===== config.mk =====
export PLATFORM = sky130hd
export DESIGN_NAME = reg_write_arbiter_flat
export DESIGN_NICKNAME = d
export VERILOG_FILES = /design/src/rtl/reg_write_arbiter_pkg.sv /design/src/rtl/reg_write_arbiter_if.sv /design/src/rtl/reg_write_arbiter_rr_pick.sv /design/src/rtl/reg_write_arbiter.sv /design/src/flat_wrapper.sv
export SDC_FILE = /design/constraint.sdc
export NUM_CORES = 1
export LEC_CHECK = 0
export ABC_AREA = 1
export CAP_MARGIN = 20
export CELL_PAD_IN_SITES_DETAIL_PLACEMENT = 0
export CELL_PAD_IN_SITES_GLOBAL_PLACEMENT = 1
export CORE_AREA = 4 4 90 92
export CTS_CLUSTER_DIAMETER = 50
export CTS_CLUSTER_SIZE = 10
export DETAILED_ROUTE_END_ITERATION = 10
export DIE_AREA = 0 0 94 96
export GPL_ROUTABILITY_DRIVEN = 0
export PLACE_DENSITY = 0.85
export SETUP_SLACK_MARGIN = 0.5
export SYNTH_ARGS = -nofsm -noshare
export SYNTH_HDL_FRONTEND = slang
export SYNTH_SLANG_ARGS = --single-unit

===== constraint.sdc =====
create_clock -name clk -period 2.54 [get_ports clk]
set_input_delay 0.254 -clock clk [delete_from_list [all_inputs] [get_ports clk]]
set_output_delay 0.254 -clock clk [all_outputs]
set_load 0.01 [all_outputs]

===== src/rtl/reg_write_arbiter_pkg.sv =====
// rtl/reg_write_arbiter_pkg.sv - shared types and helpers for the register write arbiter
package reg_arb_pkg;

   typedef enum logic {
      ST_IDLE = 1'b0,
      ST_WR   = 1'b1
   } state_t;

   function automatic int clog2(input int value);
      int r;
      r = 0;
      while ((1 << r) < value) r++;
      return r;
   endfunction

endpackage


===== src/rtl/reg_write_arbiter_if.sv =====
// rtl/reg_write_arbiter_if.sv - requester/register bus between the datapath and the write arbiter
interface reg_write_arbiter_if
   import reg_arb_pkg::*;
#(
   parameter int N  = 4,
   parameter int W  = 16,
   parameter int IW = clog2(N)
);
   logic [N-1:0]   req;
   logic [N*W-1:0] wdata;
   logic [N-1:0]   ack;
   logic           reg_en;
   logic [W-1:0]   reg_d;
   logic [IW-1:0]  gnt_id;
   logic           busy;

   modport master (
      output req, wdata,
      input  ack, reg_en, reg_d, gnt_id, busy
   );

   modport slave (
      input  req, wdata,
      output ack, reg_en, reg_d, gnt_id, busy
   );
endinterface


===== src/rtl/reg_write_arbiter_rr_pick.sv =====
// rtl/reg_write_arbiter_rr_pick.sv - combinational round-robin winner search starting at ptr
module rr_pick
   import reg_arb_pkg::*;
#(
   parameter int N  = 4,
   parameter int IW = clog2(N)
)(
   input  logic [N-1:0]  req,
   input  logic [IW-1:0] ptr,
   output logic          any,
   output logic [IW-1:0] win,
   output logic [N-1:0]  win_oh
);

   // Walk the offsets from farthest to nearest so the nearest match is assigned last.
   always_comb begin
      any    = 1'b0;
      win    = '0;
      win_oh = '0;
      for (int k = N - 1; k >= 0; k--) begin
         if (req[(int'(ptr) + k) % N]) begin
            any = 1'b1;
            win = IW'((int'(ptr) + k) % N);
         end
      end
      if (any) win_oh[win] = 1'b1;
   end

endmodule


===== src/rtl/reg_write_arbiter.sv =====
// rtl/reg_write_arbiter.sv - round-robin arbiter sequencing two-cycle writes into one holding register
module reg_write_arbiter
   import reg_arb_pkg::*;
#(
   parameter int N  = 4,
   parameter int W  = 16,
   parameter int IW = clog2(N)
)(
   input logic              clk,
   input logic              rst,
   reg_write_arbiter_if.slave bus
);

   state_t        state, state_n;
   logic [IW-1:0] ptr, ptr_n;
   logic [IW-1:0] gnt, gnt_n;
   logic [N-1:0]  ack, ack_n;
   logic          reg_en, reg_en_n;
   logic          busy, busy_n;
   logic [W-1:0]  reg_d, reg_d_n;

   logic          any;
   logic [IW-1:0] win;
   logic [N-1:0]  win_oh;

   rr_pick #(.N(N), .IW(IW)) u_pick (
      .req    (bus.req),
      .ptr    (ptr),
      .any    (any),
      .win    (win),
      .win_oh (win_oh)
   );

   always_comb begin
      state_n  = state;
      ptr_n    = ptr;
      gnt_n    = gnt;
      ack_n    = '0;
      reg_en_n = 1'b0;
      busy_n   = 1'b0;
      reg_d_n  = reg_d;
      case (state)
         ST_IDLE: begin
            if (any) begin
               state_n  = ST_WR;
               ptr_n    = (win == IW'(N - 1)) ? '0 : win + 1'b1;
               gnt_n    = win;
               ack_n    = win_oh;
               reg_en_n = 1'b1;
               busy_n   = 1'b1;
               reg_d_n  = bus.wdata[int'(win) * W +: W];
            end
         end
         // No arbitration here: the write completes and we always return to IDLE.
         ST_WR:   state_n = ST_IDLE;
         default: state_n = ST_IDLE;
      endcase
   end

   always_ff @(posedge clk or negedge rst) begin
      if (!rst) begin
         state  <= ST_IDLE;
         ptr    <= '0;
         gnt    <= '0;
         ack    <= '0;
         reg_en <= 1'b0;
         busy   <= 1'b0;
         reg_d  <= '0;
      end else begin
         state  <= state_n;
         ptr    <= ptr_n;
         gnt    <= gnt_n;
         ack    <= ack_n;
         reg_en <= reg_en_n;
         busy   <= busy_n;
         reg_d  <= reg_d_n;
      end
   end

   assign bus.ack    = ack;
   assign bus.reg_en = reg_en;
   assign bus.reg_d  = reg_d;
   assign bus.gnt_id = gnt;
   assign bus.busy   = busy;

endmodule


===== src/flat_wrapper.sv =====
// flat-port wrapper written by rule: the top's interface ports become plain ports
module reg_write_arbiter_flat import reg_arb_pkg::*;
#(
   parameter int N  = 4,
   parameter int W  = 16,
   parameter int IW = clog2(N)
)
  (clk, rst, bus_req, bus_wdata, bus_ack, bus_reg_en, bus_reg_d, bus_gnt_id, bus_busy);
  reg_write_arbiter_if #(.N(N), .W(W), .IW(IW)) bus_i ();
  input logic clk;
  input logic rst;
  input wire logic [$bits(bus_i.req)-1:0] bus_req;
  input wire logic [$bits(bus_i.wdata)-1:0] bus_wdata;
  output wire logic [$bits(bus_i.ack)-1:0] bus_ack;
  output wire logic [$bits(bus_i.reg_en)-1:0] bus_reg_en;
  output wire logic [$bits(bus_i.reg_d)-1:0] bus_reg_d;
  output wire logic [$bits(bus_i.gnt_id)-1:0] bus_gnt_id;
  output wire logic [$bits(bus_i.busy)-1:0] bus_busy;
  assign bus_i.req = bus_req;
  assign bus_i.wdata = bus_wdata;
  assign bus_ack = bus_i.ack;
  assign bus_reg_en = bus_i.reg_en;
  assign bus_reg_d = bus_i.reg_d;
  assign bus_gnt_id = bus_i.gnt_id;
  assign bus_busy = bus_i.busy;
  reg_write_arbiter #(.N(N), .W(W), .IW(IW)) u_core (.clk(clk), .rst(rst), .bus(bus_i));
endmodule

==> results of run 1 <==
==> stage by stage <==
| step | cells | util | total power, uW |
|---|---|---|---|
| final | 509 | 0.436 | 4250 |
| after CTS | 501 | 0.416 | 3920 |
| after detailed placement | 497 | 0.409 | 3660 |
| after floorplan | 313 | - | 2780 |
| after global routing | 509 | 0.436 | 4700 |
| after global placement | 497 | 0.409 | 3600 |
==> worst max path at each step <==
| stage | to | slack, ns | cells after the start |
|---|---|---|---|
| 2_1_floorplan | u_core.ptr[1]$_DFFE_PN0P_ | 0.66 | 12 |
| 3_3_place_gp | u_core.bus.reg_d[8]$_DFFE_PN0P_ | 0.37 | 14 |
| 3_5_place_dp | u_core.ptr[0]$_DFFE_PN0P_ | 0.32 | 10 |
| 4_1_cts | u_core.bus.reg_d[11]$_DFFE_PN0P_ | 0.52 | 14 |
| 5_1_grt | u_core.bus.reg_d[4]$_DFFE_PN0P_ | 0.51 | 14 |
| 6_report | u_core.bus.gnt_id[0]$_DFFE_PN0P_ | 0.66 | 11 |
==> area by class of cell <==
cell class / instances / area, sq um / area share
clock buffer: 3 / 41.3 / 0.0131
inverter: 71 / 273 / 0.0867
sequential: 25 / 627 / 0.199
timing repair buffer: 108 / 1100 / 0.351
clock inverter: 1 / 5.00 / 0.00159
multi-input combinational: 202 / 972 / 0.309
tap: 99 / 124 / 0.0394
==> state kept, by name, summed over array words and instances, names as in the netlist <==
signal,cells
u_core.ptr,2
u_core.bus.ack,4
u_core.bus.reg_en,1
u_core.bus.reg_d,16
u_core.bus.gnt_id,2
==> placed cells by master, fill, tap and decap left out <==
master | synthesis | layout
clkbuf_16 | 0 | 1
o21ai_1 | 1 | 1
nor3_1 | 1 | 1
o21ai_2 | 2 | 3
nand2_4 | 0 | 1
inv_2 | 1 | 1
o21ai_0 | 2 | 1
buf_4 | 3 | 10
o21a_1 | 1 | 1
nor2_8 | 1 | 1
nor2_1 | 8 | 8
clkinv_2 | 0 | 2
buf_12 | 0 | 3
clkbuf_8 | 0 | 3
dfrtp_2 | 0 | 1
ha_1 | 1 | 1
nand3_4 | 0 | 1
nor2_4 | 1 | 1
buf_6 | 3 | 1
dfrtp_1 | 25 | 24
or2_1 | 1 | 1
nand3_1 | 58 | 57
o211ai_2 | 5 | 5
nand3_2 | 2 | 2
nand2_1 | 114 | 114
clkdlybuf4s50_1 | 0 | 93
inv_1 | 68 | 67
o22ai_1 | 1 | 1
inv_4 | 1 | 2
nand2_2 | 3 | 2
==> logic make-up (layout without fill, tap and decap cells) <==
family / after synthesis / after routing / synth area share
and+or+nand+nor: 189 / 189 / 0.426
DFF: 25 / 25 / 0.321
AOI/OAI and AO/OA: 12 / 12 / 0.0559
buffers and inverters: 86 / 183 / 0.190
adders and majority gates: 1 / 1 / 0.00643
==> metal layers <==
metal  vias up  routed length (microns)
met5         -                        0
met4         0                       42
met3         6                      554
met2        76                     2960
met1       957                     2550
li1       1132                        -
==> where the power goes <==
group | internal (uW) | total (uW) | switching (uW) | leakage, uW
Sequential | 612 | 731 | 119 | 0.000307
Combinational | 1440 | 3280 | 1840 | 0.00135
Clock | 110 | 238 | 128 | 0.0000255
Total | 2160 | 4250 | 2090 | 0.00168
==> repair_timing <==
action / in CTS / in global routing
setup buffers: 0 / 7
endpoints found under the setup margin: 23 / 22
gates resized for setup: 2 / 19
cloned: 0 / 1
pin swaps: 0 / 5
==> impl_metrics.toml, run 1 <==
[outcome]
outcome = "complete, no violations"

[timing]
setup_tns_ns = 0
finalSetupViolCount = 0
fmax_mhz = 532
relSlewSlack = 0.777
slew_viol_final = 0
tightestPinTransition_ns = 0.335
min_period_ns = 1.88
hold_ws_ns = 0.349
fin_skew_ns = 0.00513
rsz0062_at_grt = "false"
finalHoldViolCount = 0
post-route-period-util = 0.740
setup_ws_ns = 0.659

[worst_setup_path]
cp_top_family = "simple AND/OR/NAND/NOR gates"
timing.rr.start = "u_core.ptr[0]$_DFFE_PN0P_"
cpMaxStageDelayCell = "dfrtp_2"
worst-r2r-cell-count = 11
cp-start-kind = "flop"
arrival_ns = 2.05
crit_start = "u_core.ptr[0]$_DFFE_PN0P_"
critPathBufInv = 3
slowest_delay_ns = 0.45
worst-endpoint-required_ns = 2.71
end_kind = "flop"
r2r-end = "u_core.bus.gnt_id[0]$_DFFE_PN0P_"
cp_common_cell = "nand2_1"
r2r_slack_ns = 0.66
cp_cell_sequence = "buf_4 -> o21ai_2 -> nand2_1 -> nand3_2 -> nand2_1 -> nand2_2 -> nand2_4 -> buf_12 -> inv_4 -> nand2_1 -> o21a_1"
path_max_fanout = 19
path_class = "reg -> reg"

[synth]
synth_top_area_frac = 0.321
avgSynthCellArea_sq_um = 6.22
seq_area_frac_synth = 0.321
synthFlopType = "dfrtp_1"
synth_cell_types = 24
synth_seq_cells = 25
synth_common_cells = "nand2_1 (114), inv_1 (68), nand3_1 (58)"
synthArstFlopShare = 1.00
synth-edff-count = 0
syn_nets = 384
synth.most_common_cell = "nand2_1"
netlist_top_cells_area = "dfrtp_1 (32%), nand2_1 (22%), nand3_1 (15%)"
syn-cell-area_sq_mm = 0.00195
yosysTopAreaCell = "dfrtp_1"
syn_inst = 313
yosys_warnings = 0

[job]
drv_cap = 0

[clock_network]
path_clk_slew_ns = 0.09
clock_latency_ns = 0.27
cts_tree = "built"
htreeDepth = 1
cts_sinks = 25
root_buffer = "clkbuf_8"
cts-hold-fix-buffers = 0
cts_buffers = 3
clockBufferDepth = 2

[global_routing]
grt_use_met2 = 0.242
grt_pass1_vias = 2179
grt.overflow.total = 0
grt_start_max_net_pins = 26
gr-usage-met1 = 0.153
grt_pass1_wl_microns = 9740
use_met3 = 0.0453
antenna_found_initial = 0
gr-usage-all-layers = 0.133
grt_busiest_layer = "met2"

[finish]
fin_nets = 482
layout-drive-gt1-share = 0.0976
finalInstanceArea_sq_mm = 0.00314
area_growth_pct = 61.5
antennaDiodeCount = 0
fillers = 760

[placed_design]
post-dp-hpwl_microns = 4660
post_dp_cell_area_sq_mm = 0.00295
dp_slack_ns = 0.316
numPortBuffers = 93

[power_and_ir_drop]
p_per_area_mw_per_mm2 = 1350
leakagePower_uw = 0.00168
ir_drop_mv = 0.560

[floorplanning]
die_area_sq_mm = 0.00902
initial_core_util = 0.270
die_w_microns = 94
num_rows = 31
ios = 94
core_area_sq_mm = 0.00721
die_y_microns = 96

[hold_path]
hold_path.class = "in -> async"

[detailed_routing]
firstDrtPassIters = 4
drc = 0
antenna_left = 0
viasPerCell = 4.27
route.vias.total = 2171
wl_microns = 6110
wl_per_cell_microns = 12.0
drtIter0Drc = 70
Power figures use the tool's default switching activity.
==> inputs of run 2 (changes only) <==
--- a/config.mk
+++ b/config.mk
@@ -9,13 +9,13 @@
 export CAP_MARGIN = 20
 export CELL_PAD_IN_SITES_DETAIL_PLACEMENT = 0
 export CELL_PAD_IN_SITES_GLOBAL_PLACEMENT = 1
-export CORE_AREA = 4 4 90 92
+export CORE_AREA = 4 4 96 98
 export CTS_CLUSTER_DIAMETER = 50
 export CTS_CLUSTER_SIZE = 10
 export DETAILED_ROUTE_END_ITERATION = 10
-export DIE_AREA = 0 0 94 96
+export DIE_AREA = 0 0 100 102
 export GPL_ROUTABILITY_DRIVEN = 0
-export PLACE_DENSITY = 0.85
+export PLACE_DENSITY = 0.79
 export SETUP_SLACK_MARGIN = 0.5
 export SYNTH_ARGS = -nofsm -noshare
 export SYNTH_HDL_FRONTEND = slang
==> constraint.sdc (replaced) <==
create_clock -name clk -period 1.6 [get_ports clk]
set_input_delay 0.16 -clock clk [delete_from_list [all_inputs] [get_ports clk]]
set_output_delay 0.16 -clock clk [all_outputs]
set_load 0.01 [all_outputs]
==> run 2 against run 1 <==
  * The run now ends with setup timing left
  * Critical path depth is 3 higher
  * Count of clock-buffer cells in the layout stayed put
  * First-iteration DRC count stayed put
  * Final cell count is 8.4% higher
  * Clock power is 67% higher
  * Register-to-register slack worse by 0.99 ns
  * Critical path type unchanged
==> impl_metrics.toml, run 2 (synthesized netlist as in run 1, its figures left out) <==
[clock_network]
cts_tree = "built"
root_buffer = "clkbuf_8"
clock_latency_ns = 0.28
cts_sinks = 25
clockBufferDepth = 2
htreeDepth = 1
path_clk_slew_ns = 0.10
cts_buffers = 3

[detailed_routing]
wl_per_cell_microns = 13.8
drc = 0
viasPerCell = 4.35
antenna_left = 0
wl_microns = 7640
route.vias.total = 2399
drtIter0Drc = 70
firstDrtPassIters = 4

[power_and_ir_drop]
leakagePower_uw = 0.00206
ir_drop_mv = 1.02
p_per_area_mw_per_mm2 = 2570
p_total_uw = 10100

[worst_setup_path]
end_kind = "flop"
worst-r2r-cell-count = 14
path_class = "reg -> reg"
timing.rr.start = "u_core.ptr[0]$_DFFE_PN0P_"
cp-start-kind = "flop"
arrival_ns = 2.15
r2r-end = "u_core.bus.reg_d[12]$_DFFE_PN0P_"
path_max_fanout = 5
worst-endpoint-required_ns = 1.82
r2r_slack_ns = -0.33

[timing]
hold_ws_ns = 0.246
tightestPinTransition_ns = 0.340
rsz0062_at_grt = "true"
relSlewSlack = 0.773
min_period_ns = 1.93
slew_viol_final = 0
setup_tns_ns = -6.07
post-route-period-util = 1.21
fin_skew_ns = 0.0108
fmax_mhz = 518
finalSetupViolCount = 25
finalHoldViolCount = 0
setup_ws_ns = -0.330

[placed_design]
post-dp-hpwl_microns = 5060
dp_slack_ns = -0.427
numPortBuffers = 93

[hold_path]
hold_path.class = "in -> async"

[floorplanning]
initial_core_util = 0.230
die_y_microns = 102
die_area_sq_mm = 0.0102
die_w_microns = 100
num_rows = 34
core_area_sq_mm = 0.00847
ios = 94

[finish]
fillers = 843
antennaDiodeCount = 0
layout-drive-gt1-share = 0.327
top_regs = "u_core.bus.reg_d: 16 flops, u_core.bus.ack: 4 flops"
final_util = 0.466
mostFrequentLayoutCells = "nand2_1 (84), clkdlybuf4s50_1 (69), inv_1 (65)"
area_growth_pct = 103
layout_commonest_cell = "nand2_1"
largest_register_ffs = 16
fin_nets = 516
largest_register = "u_core.bus.reg_d"

[global_routing]
grt_pass1_wl_microns = 11200
grt.overflow.total = 0
antenna_found_initial = 0
gr-usage-all-layers = 0.137
grt_start_max_net_pins = 26
grt_pass1_vias = 2410

[outcome]
failed_checks = "setup timing"
outcome = "complete, but fails checks"

[job]
drv_cap = 0
## run 2: cell count changes in the layout (fill, tap and decap cells not counted), sizes merged
cell,change
buf,+33
clkbuf,+15
clkdlybuf4s15,+9
clkdlybuf4s50,-24
clkinvlp,+1
## run 2: layer usage
layer | track usage | up-vias | wire length [microns]
met5 | 0 | - | 0
met4 | 0.0166 | 0 | 78
met3 | 0.0334 | 8 | 540
met2 | 0.266 | 85 | 4090
met1 | 0.156 | 1101 | 2930
li1 | - | 1205 | -
## run 2: what timing repair did
item / in CTS / in global routing
pin swaps: 25 / 21
setup endpoints to repair: 49 / 43
cloned: 3 / 5
buffers inserted: 19 / 2
hold endpoints to repair: 0 / 0
resized for setup: 106 / 70
hold buffers: 0 / 0
## run 2: through the flow
step	instances	instance area (sq um)
CTS	545	3650
finish	552	3950
detailed placement	519	3160
global placement	519	3160
global route	552	3950
floorplan	313	1980
## run 2: worst max-delay path by stage
| stage | to | slack [ns] | depth (start not counted) | startpoint |
|---|---|---|---|---|
| 2_1_floorplan | u_core.ptr[1]$_DFFE_PN0P_ | -0.19 | 14 | u_core.ptr[0]$_DFFE_PN0P_ |
| 3_3_place_gp | u_core.ptr[1]$_DFFE_PN0P_ | -0.39 | 13 | bus_req[2] |
| 3_5_place_dp | u_core.ptr[0]$_DFFE_PN0P_ | -0.43 | 13 | bus_req[2] |
| 4_1_cts | u_core.bus.reg_d[12]$_DFFE_PN0P_ | -0.27 | 14 | u_core.ptr[0]$_DFFE_PN0P_ |
| 5_1_grt | u_core.bus.reg_d[5]$_DFFE_PN0P_ | -0.41 | 15 | u_core.ptr[0]$_DFFE_PN0P_ |
| 6_report | u_core.bus.reg_d[12]$_DFFE_PN0P_ | -0.33 | 14 | u_core.ptr[0]$_DFFE_PN0P_ |
## run 2: where the power goes
part           internal, uW  leakage (uW)  switching, uW
sequential              971      0.000307            185
combinational          4240       0.00173           4350
clock                   177     0.0000217            220
total                  5390       0.00206           4750
## run 2: final cells by class
class                   count  area, sq um  area share
clock buffers               3         41.3      0.0105
clock inverters             1         7.51     0.00190
inverters                  71          302      0.0764
multi-input cells         202         1300       0.330
flip-flops and latches     25          627       0.159
well taps                 108          135      0.0342
repair buffers            141         1520       0.386
repair inverters            1         8.76     0.00222
## run 2: worst max-delay path, cell delays in order (launching register included)
cell and delay [ns]:
dfrtp_2 0.47, buf_6 0.15, o21ai_4 0.19, nand2_2 0.12, nand3_4 0.10, nand2_4 0.07, nand2_8 0.10, nand2_8 0.08
buf_12 0.14, buf_12 0.13, nand2_4 0.05, nand3_2 0.07, nand2_2 0.08, nand2_1 0.05, nand2_1 0.06
